**src/rtl/irq_trap_sequencer.sv**
```systemverilog
// rtl/irq_trap_sequencer.sv - machine-mode interrupt/trap and mret sequencer
// Synchronises irq lines, takes traps at execute boundaries and drives CSR writes and PC redirect.
module irq_trap_sequencer #(
  parameter int XLEN        = 32,
  parameter int SYNC_STAGES = 2
) (
  input  logic            clk,
  input  logic            rst,
  input  logic            timer_irq,
  input  logic            ext_irq,
  input  logic            mie_mtie,
  input  logic            mie_meie,
  input  logic            inst_valid,
  input  logic            is_mret,
  input  logic [XLEN-1:0] pc_exe,
  input  logic [XLEN-1:0] mtvec,
  input  logic [XLEN-1:0] mepc,
  input  logic            mstatus_wr_en,
  input  logic            mstatus_wr_mie,
  input  logic            mstatus_wr_mpie,
  output logic            mstatus_mie,
  output logic            mstatus_mpie,
  output logic            epc_wr_en,
  output logic [XLEN-1:0] epc_wr_data,
  output logic            cause_wr_en,
  output logic [XLEN-1:0] cause_wr_data,
  output logic            flush,
  output logic            stall,
  output logic            pc_redirect,
  output logic [XLEN-1:0] pc_target
);

  localparam logic [1:0] ST_IDLE      = 2'd0;
  localparam logic [1:0] ST_TRAP_SAVE = 2'd1;
  localparam logic [1:0] ST_TRAP_JUMP = 2'd2;
  localparam logic [1:0] ST_MRET_JUMP = 2'd3;

  localparam logic [3:0] CODE_EXT = 4'd11;
  localparam logic [3:0] CODE_TMR = 4'd7;

  logic [1:0]             state_q, state_d;
  logic                   mie_q, mie_d;
  logic                   mpie_q, mpie_d;
  logic [XLEN-1:0]        pc_q, pc_d;
  logic [3:0]             code_q, code_d;
  logic [SYNC_STAGES-1:0] tmr_sync_q, tmr_sync_d;
  logic [SYNC_STAGES-1:0] ext_sync_q, ext_sync_d;

  logic            pend_ext;
  logic            pend_tmr;
  logic            take;
  logic [XLEN-1:0] tvec_base;

  always_comb begin
    tmr_sync_d    = tmr_sync_q;
    ext_sync_d    = ext_sync_q;
    tmr_sync_d[0] = timer_irq;
    ext_sync_d[0] = ext_irq;
    for (int i = 1; i < SYNC_STAGES; i++) begin
      tmr_sync_d[i] = tmr_sync_q[i-1];
      ext_sync_d[i] = ext_sync_q[i-1];
    end
  end

  assign pend_ext = ext_sync_q[SYNC_STAGES-1] & mie_meie;
  assign pend_tmr = tmr_sync_q[SYNC_STAGES-1] & mie_mtie;
  assign take     = mie_q & (pend_ext | pend_tmr) & inst_valid & ~is_mret;

  always_comb begin
    state_d = state_q;
    mie_d   = mie_q;
    mpie_d  = mpie_q;
    pc_d    = pc_q;
    code_d  = code_q;
    case (state_q)
      ST_IDLE: begin
        // mret wins over a pending interrupt; CSR writes lose to either
        if (inst_valid && is_mret) begin
          state_d = ST_MRET_JUMP;
        end else if (take) begin
          state_d = ST_TRAP_SAVE;
          pc_d    = pc_exe;
          code_d  = pend_ext ? CODE_EXT : CODE_TMR;
        end else if (mstatus_wr_en) begin
          mie_d  = mstatus_wr_mie;
          mpie_d = mstatus_wr_mpie;
        end
      end
      ST_TRAP_SAVE: begin
        mpie_d  = mie_q;
        mie_d   = 1'b0;
        state_d = ST_TRAP_JUMP;
      end
      ST_TRAP_JUMP: begin
        state_d = ST_IDLE;
      end
      ST_MRET_JUMP: begin
        mie_d   = mpie_q;
        mpie_d  = 1'b1;
        state_d = ST_IDLE;
      end
      default: begin
        state_d = ST_IDLE;
      end
    endcase
  end

  always_ff @(posedge clk or posedge rst) begin
    if (rst) begin
      state_q    <= ST_IDLE;
      mie_q      <= 1'b0;
      mpie_q     <= 1'b0;
      pc_q       <= '0;
      code_q     <= '0;
      tmr_sync_q <= '0;
      ext_sync_q <= '0;
    end else begin
      state_q    <= state_d;
      mie_q      <= mie_d;
      mpie_q     <= mpie_d;
      pc_q       <= pc_d;
      code_q     <= code_d;
      tmr_sync_q <= tmr_sync_d;
      ext_sync_q <= ext_sync_d;
    end
  end

  assign tvec_base = {mtvec[XLEN-1:2], 2'b00};

  // Outputs depend only on the registered state, so reset clears them immediately
  always_comb begin
    epc_wr_en     = 1'b0;
    epc_wr_data   = '0;
    cause_wr_en   = 1'b0;
    cause_wr_data = '0;
    flush         = 1'b0;
    stall         = 1'b0;
    pc_redirect   = 1'b0;
    pc_target     = '0;
    case (state_q)
      ST_TRAP_SAVE: begin
        epc_wr_en     = 1'b1;
        epc_wr_data   = pc_q;
        cause_wr_en   = 1'b1;
        cause_wr_data = {1'b1, {(XLEN-5){1'b0}}, code_q};
        stall         = 1'b1;
        flush         = 1'b1;
      end
      ST_TRAP_JUMP: begin
        pc_redirect = 1'b1;
        flush       = 1'b1;
        if (mtvec[1:0] == 2'b01) begin
          pc_target = tvec_base + {{(XLEN-6){1'b0}}, code_q, 2'b00};
        end else begin
          pc_target = tvec_base;
        end
      end
      ST_MRET_JUMP: begin
        pc_redirect = 1'b1;
        flush       = 1'b1;
        pc_target   = {mepc[XLEN-1:2], 2'b00};
      end
      default: begin
        pc_target = '0;
      end
    endcase
  end

  assign mstatus_mie  = mie_q;
  assign mstatus_mpie = mpie_q;

endmodule
```
**config.mk**
```make
export PLATFORM = sky130hd
export DESIGN_NAME = irq_trap_sequencer
export DESIGN_NICKNAME = d
export VERILOG_FILES = /design/src/rtl/irq_trap_sequencer.sv
export SDC_FILE = /design/constraint.sdc
export NUM_CORES = 1
export LEC_CHECK = 0
export CORE_MARGIN = 2
export CORE_UTILIZATION = 34
export CTS_BUF_LIST = sky130_fd_sc_hd__clkbuf_8 sky130_fd_sc_hd__clkbuf_16
export CTS_CLUSTER_SIZE = 25
export DETAILED_ROUTE_END_ITERATION = 8
export GPL_TIMING_DRIVEN = 0
export PLACE_DENSITY = 0.76
export SLEW_MARGIN = 20
export SYNTH_ARGS = -nofsm -noshare
export SYNTH_HDL_FRONTEND = slang
export SYNTH_SLANG_ARGS = --single-unit
```
**constraint.sdc**
```tcl
create_clock -name clk -period 2.27 [get_ports clk]
set_input_delay 0.454 -clock clk [delete_from_list [all_inputs] [get_ports clk]]
set_output_delay 0.454 -clock clk [all_outputs]
set_load 0.02 [all_outputs]
```
==> results of run 1 <==
how the worst min path moves through the flow:
stage / startpoint / to / slack [ns]
after floorplan: ext_sync_q[0] / ext_sync_q[1] / 0.33
after global placement: ext_sync_q[0] / ext_sync_q[1] / 0.33
after detailed placement: tmr_sync_q[0] / tmr_sync_q[1] / 0.34
after CTS: tmr_sync_q[0] / tmr_sync_q[1] / 0.35
after global routing: tmr_sync_q[0] / tmr_sync_q[1] / 0.36
final: tmr_sync_q[0] / tmr_sync_q[1] / 0.35
synth_stat cells, types with 7 or more instances:
| library cell | number | area [um^2] |
|---|---|---|
| dfrtp_1 | 43 | 1076 |
| buf_2 | 7 | 35.03 |
| o21ai_0 | 27 | 135.1 |
| o31ai_1 | 13 | 97.59 |
| nor3_1 | 7 | 35.03 |
| or4_1 | 12 | 90.09 |
| nand3_1 | 9 | 45.04 |
| mux2_1 | 33 | 371.6 |
| o21ai_1 | 8 | 40.04 |
| a21oi_1 | 8 | 40.04 |
| a211oi_1 | 10 | 75.07 |
| nand4_1 | 9 | 56.30 |
| a31oi_1 | 15 | 93.84 |
| a211o_1 | 8 | 70.07 |
| nand2_1 | 19 | 71.32 |
| and2_1 | 42 | 262.8 |
| clkbuf_1 | 18 | 67.56 |
| buf_4 | 34 | 255.2 |
routing by layer:
metal | vias to the layer above | global-route usage [%] | routed length (um)
met3 | 31 | 8.235 | 1409
met5 | - | 0 | 0
li1 | 1861 | - | -
met1 | 1916 | 25.13 | 4953
met4 | 0 | 8.687 | 397
met2 | 221 | 43.46 | 6871
area by class of cell:
class | count | area [um^2] | area share (%)
Multi-Input combinational cell | 309 | 2726 | 41.99
Clock buffer | 5 | 68.82 | 1.060
Inverter | 5 | 18.77 | 0.2891
Clock inverter | 3 | 63.81 | 0.9828
Tap cell | 133 | 166.4 | 2.563
Timing Repair Buffer | 211 | 1932 | 29.76
Sequential cell | 43 | 1080 | 16.63
Buffer | 59 | 436.7 | 6.726
report_power, final:
group	internal, mW	switching (mW)	total [mW]	leakage [nW]
Clock	0.435	0.255	0.690	0.0695
Combinational	1.35	1.31	2.65	2.17
Sequential	1.10	0.187	1.28	0.514
registers in the layout, summed over array words and instances (netlist names):
| name | flops |
|---|---|
| state_q | 2 |
| code_q | 3 |
| pc_q | 32 |
| ext_sync_q | 2 |
| tmr_sync_q | 2 |
| mstatus_mpie | 1 |
| mstatus_mie | 1 |
worst max-delay path: cells and delay by family (launching register included):
kind / cells / cell delay [ns]
buf+inv: 4 / 0.59
compound gates: 4 / 0.83
fa+ha+maj: 1 / 0.19
flops: 1 / 0.47
kinds of logic (layout without fill, tap and decap cells):
kind of cell | Yosys count | after routing | share of synthesized area [%]
muxes | 36 | 36 | 11.69
xor gates and xnor gates | 4 | 4 | 1.019
other | 1 | 29 | 0.1091
adders and majority gates | 5 | 5 | 2.039
DFF | 43 | 43 | 31.31
and+or+nand+nor | 133 | 133 | 23.19
buffers and inverters | 67 | 283 | 11.50
AOI/OAI and AO/OA | 102 | 102 | 19.15
timing repair:
item / CTS / global route
gates cloned: 2 / 0
buffers inserted: 19 / 12
endpoints found under the setup margin: 70 / 63
resized for setup: 316 / 83
pin swaps: 52 / 27
metrics by stage:
stage	cell area (um^2)	setup WS, ns	total power [mW]	hold WS, ns	setup TNS (ns)
after global placement	5796	-1.421	3.246	0.3322	-56.00
after floorplan	3847	-0.1261	2.486	0.3312	-0.8556
final	6492	-0.5607	4.626	0.3522	-12.29
after CTS	6396	-0.5597	4.447	0.3545	-12.44
after global routing	6492	-0.6344	4.878	0.3618	-14.49
after detailed placement	5816	-1.442	3.323	0.3356	-52.82
==> impl_metrics.ini, run 1 <==
[placed_design]
dp.cells = 731
dp_hpwl_um = 9709
gp_congestion = 0.8629
io_buffers = 178

[logic_synthesis]
synthCells = 391
yosys_warnings = 0
synth_seq_area_share_pct = 31.31
ys_async_sr_fraction_pct = 100.0
syn_avg_cell_area_um2 = 8.790
ys_types = 52
ys_seq_elements = 43
synth-main-ff-cell = dfrtp_1
synth-edff-count = 0
synthesis.area_mm2 = 0.003437

[floorplanning]
die-area_mm2 = 0.01093
rows = 36
core_area_mm2 = 0.009774
start_util_pct = 35.16
dieHeight_um = 104.5
design.portCount = 210
die_x_um = 104.5

[drt]
first_iter_violations = 127
vias_per_cell = 5.246
antenna_left = 0
firstDrtPassIters = 4
wirelength_um = 13630
vias = 4029
drc_errors = 0
wl_per_cell_um = 17.75

[setup_path]
start_kind = register
regToRegSetupSlack_ns = 0.43
critPathMaxStageDelay_ns = 0.47
r2r.worst_path.cells = 6
worstReg2RegStart = state_q[1]
worst_ep_required_time_ns = 1.82
endpoint = pc_target[7]
slowest_stage = dfrtp_2
rr_endpoint = mstatus_mpie
crit_top_cell = buf_6
crit_chain = ha_4 > buf_6 > a211o_1 > a21oi_4 > buf_6 > buf_16 > o21ai_2 > a31oi_2 > buf_4
crit_type = reg -> out
setup.worst_path.start = code_q[1]
end_kind = primary output
cp.arrival_ns = 2.38
crit_fanout = 5

[pwr]
power_density_mw_per_mm2 = 712.6
power_leakage_nw = 2.758
peakVddDrop_mv = 0.6491

[clocking]
clk_pin_slew_worst_paths_ns = 0.08
h-tree-depth = 2
postCtsHoldBufs = 0
cts_buffers = 5
cts-root-buf = clkbuf_8
cts_tree = built
clk_latency_ns = 0.30
clock_sinks = 43
cts_buffer_depth = 2

[grt]
grt_max_degree = 35
overflow = 0
grt_pass1_wl_um = 20790
antenna_found_initial = 0
grt_pass1_vias = 4112
gr-usage-all-layers_pct = 23.79

[sta]
fin_skew_ns = 0.01040
max_slew.worst_pin.slew_ns = 0.5344
slew_headroom_pct = 64.38
final_max_slew_viol_count = 0
finalHoldViolCount = 0
min_period_over_period_pct = 124.7
fin_ws_ns = -0.5607
rsz0062_at_grt = yes
finalSetupViolCount = 29
max_freq_ghz = 0.3533
period_minus_slack_ns = 2.831

[outcome]
status = finished with violations
failed_checks = negative setup slack

[cells_and_area]
layout-drive-gt1-share_pct = 38.58
insertedDiodeCount = 0
finalCoreUtilization_pct = 66.42
layout_common_cells = 85 x clkdlybuf4s50_1, 71 x buf_4, 41 x and2_1
num-fill-cells = 792
final_common_cell = clkdlybuf4s50_1
finalNonFillerCells = 768
final_nets = 746
synthToLayoutAreaGrowth_pct = 88.90

[min_path]
hold_class = reg -> reg
whs_path_depth = 0

[job]
drv_cap = 0
No activity file was read; power rests on OpenSTA's default activity.
==> inputs of run 2 (changes only) <==
==> constraint.sdc (replaced) <==
create_clock -name clk -period 2.27 [get_ports clk]
set_input_delay 0.454 -clock clk [delete_from_list [all_inputs] [get_ports clk]]
set_output_delay 0.454 -clock clk [all_outputs]
set_load 0.005 [all_outputs]
==> impl_metrics.ini, run 2 (synthesis results as in run 1) <==
[setup_path]
cp.arrival_ns = 2.31
end_kind = primary output
worst_ep_required_time_ns = 1.82
start_kind = input port
crit_type = in -> out
crit_fanout = 5

[floorplanning]
start_util_pct = 35.16
dieHeight_um = 104.5
core_area_mm2 = 0.009774
rows = 36
design.portCount = 210
die_x_um = 104.5
die-area_mm2 = 0.01093

[grt]
grt_pass1_vias = 4171
antenna_found_initial = 0
gr-usage-all-layers_pct = 23.34
grt_pass1_wl_um = 20730
grt_max_degree = 30
overflow = 0

[placed_design]
gp_congestion = 0.9168
post-place-ws_ns = -1.353
io_buffers = 178
dp_hpwl_um = 9663

[sta]
slew_headroom_pct = 66.31
period_minus_slack_ns = 2.763
final_max_slew_viol_count = 0
rsz0062_at_grt = yes
min_period_over_period_pct = 121.7
finalSetupViolCount = 29
finalHoldViolCount = 0
max_freq_ghz = 0.3619
fin_skew_ns = 0.006542
fin_tns_setup_ns = -11.17
max_slew.worst_pin.slew_ns = 0.5053
fin_ws_ns = -0.4934

[clocking]
clock_sinks = 43
cts_buffers = 5
cts_buffer_depth = 2
clk_pin_slew_worst_paths_ns = 0.08
h-tree-depth = 2
cts-root-buf = clkbuf_8
cts_tree = built
clk_latency_ns = 0.30

[cells_and_area]
num-fill-cells = 839
multi_input_area_mm2 = 0.002489
largest_reg_flops = 32
layout_common_cells = 84 x clkdlybuf4s50_1, 61 x buf_4, 48 x dlygate4sd2_1
synthToLayoutAreaGrowth_pct = 82.34
layout-drive-gt1-share_pct = 31.05
top_regs = pc_q: 32 flops, code_q: 3 flops
final_common_cell = clkdlybuf4s50_1
final_nets = 752
registers.top_by_ff_count = pc_q
insertedDiodeCount = 0
final-seq-area_mm2 = 0.001080

[outcome]
failed_checks = negative setup slack
status = finished with violations

[min_path]
hold_class = reg -> reg

[pwr]
power_leakage_nw = 2.785
power_density_mw_per_mm2 = 646.9
peakVddDrop_mv = 0.5172

[drt]
first_iter_violations = 155
wl_per_cell_um = 16.96
firstDrtPassIters = 5
vias_per_cell = 5.214
vias = 4036
drc_errors = 0
antenna_left = 0
wirelength_um = 13130

[job]
drv_cap = 0
run 2: timing repair:
action,in CTS,in global routing
hold buffers,0,0
gates resized for setup,270,39
endpoints found under the setup margin,70,43
cloned,2,0
setup buffers,34,4
pin swaps,53,29
run 2: cell type report:
| class | instances | share of cell area, % |
|---|---|---|
| plain buffers | 57 | 7.407 |
| clock buffers | 5 | 1.098 |
| clock inverters | 3 | 0.3194 |
| inverters | 5 | 0.2995 |
| multi-input cells | 309 | 39.71 |
| flip-flops and latches | 43 | 17.23 |
| well taps | 133 | 2.655 |
| repair buffers | 219 | 31.28 |
run 2: final timing paths:
check | startpoint | endpoint | slack [ns] | depth (start not counted)
setup / recovery | mtvec[5] | pc_target[20] | -0.49 | 9
hold / removal | ext_sync_q[0] | ext_sync_q[1] | 0.35 | 0
min in group asynchronous | rst | pc_q[6] | 0.43 | 2
setup reg to reg | state_q[1] | mstatus_mpie | 0.31 | 6
max in group asynchronous | rst | state_q[0] | 1.36 | 3
hold reg to reg | ext_sync_q[0] | ext_sync_q[1] | 0.35 | 0
run 2: worst max-delay path, cell delays in order:
cell           delay (ns)
dlygate4sd2_1        0.28
ha_4                 0.32
buf_12               0.11
nand3_4              0.09
and2_4               0.16
buf_6                0.13
or4_4                0.43
a31oi_4              0.20
buf_2                0.14
run 2: metrics by stage:
| step | instances | hold slack [ns] | power, mW | utilization (%) | cell area, um^2 |
|---|---|---|---|---|---|
| after floorplan | 419 | 0.3312 | 2.186 | - | 3622 |
| final | 774 | 0.3520 | 4.054 | 64.12 | 6267 |
| after global placement | 730 | 0.3314 | 2.944 | 56.99 | 5570 |
| after detailed placement | 731 | 0.3356 | 3.013 | 57.19 | 5590 |
| after CTS | 771 | 0.3550 | 3.969 | 62.90 | 6148 |
| after global routing | 774 | 0.3757 | 4.310 | 64.12 | 6267 |
run 2: report_power, final:
group / internal (mW) / switching, mW
Sequential: 1.09 / 0.180
Clock: 0.214 / 0.266
Combinational: 1.31 / 0.994
Total: 2.61 / 1.44
run 2: metal layers:
metal  routed length [um]  GRT usage (%)
met4                  293          9.459
met3                 1542          8.734
met2                 6437          41.18
met5                    0              0
met1                 4856          25.09
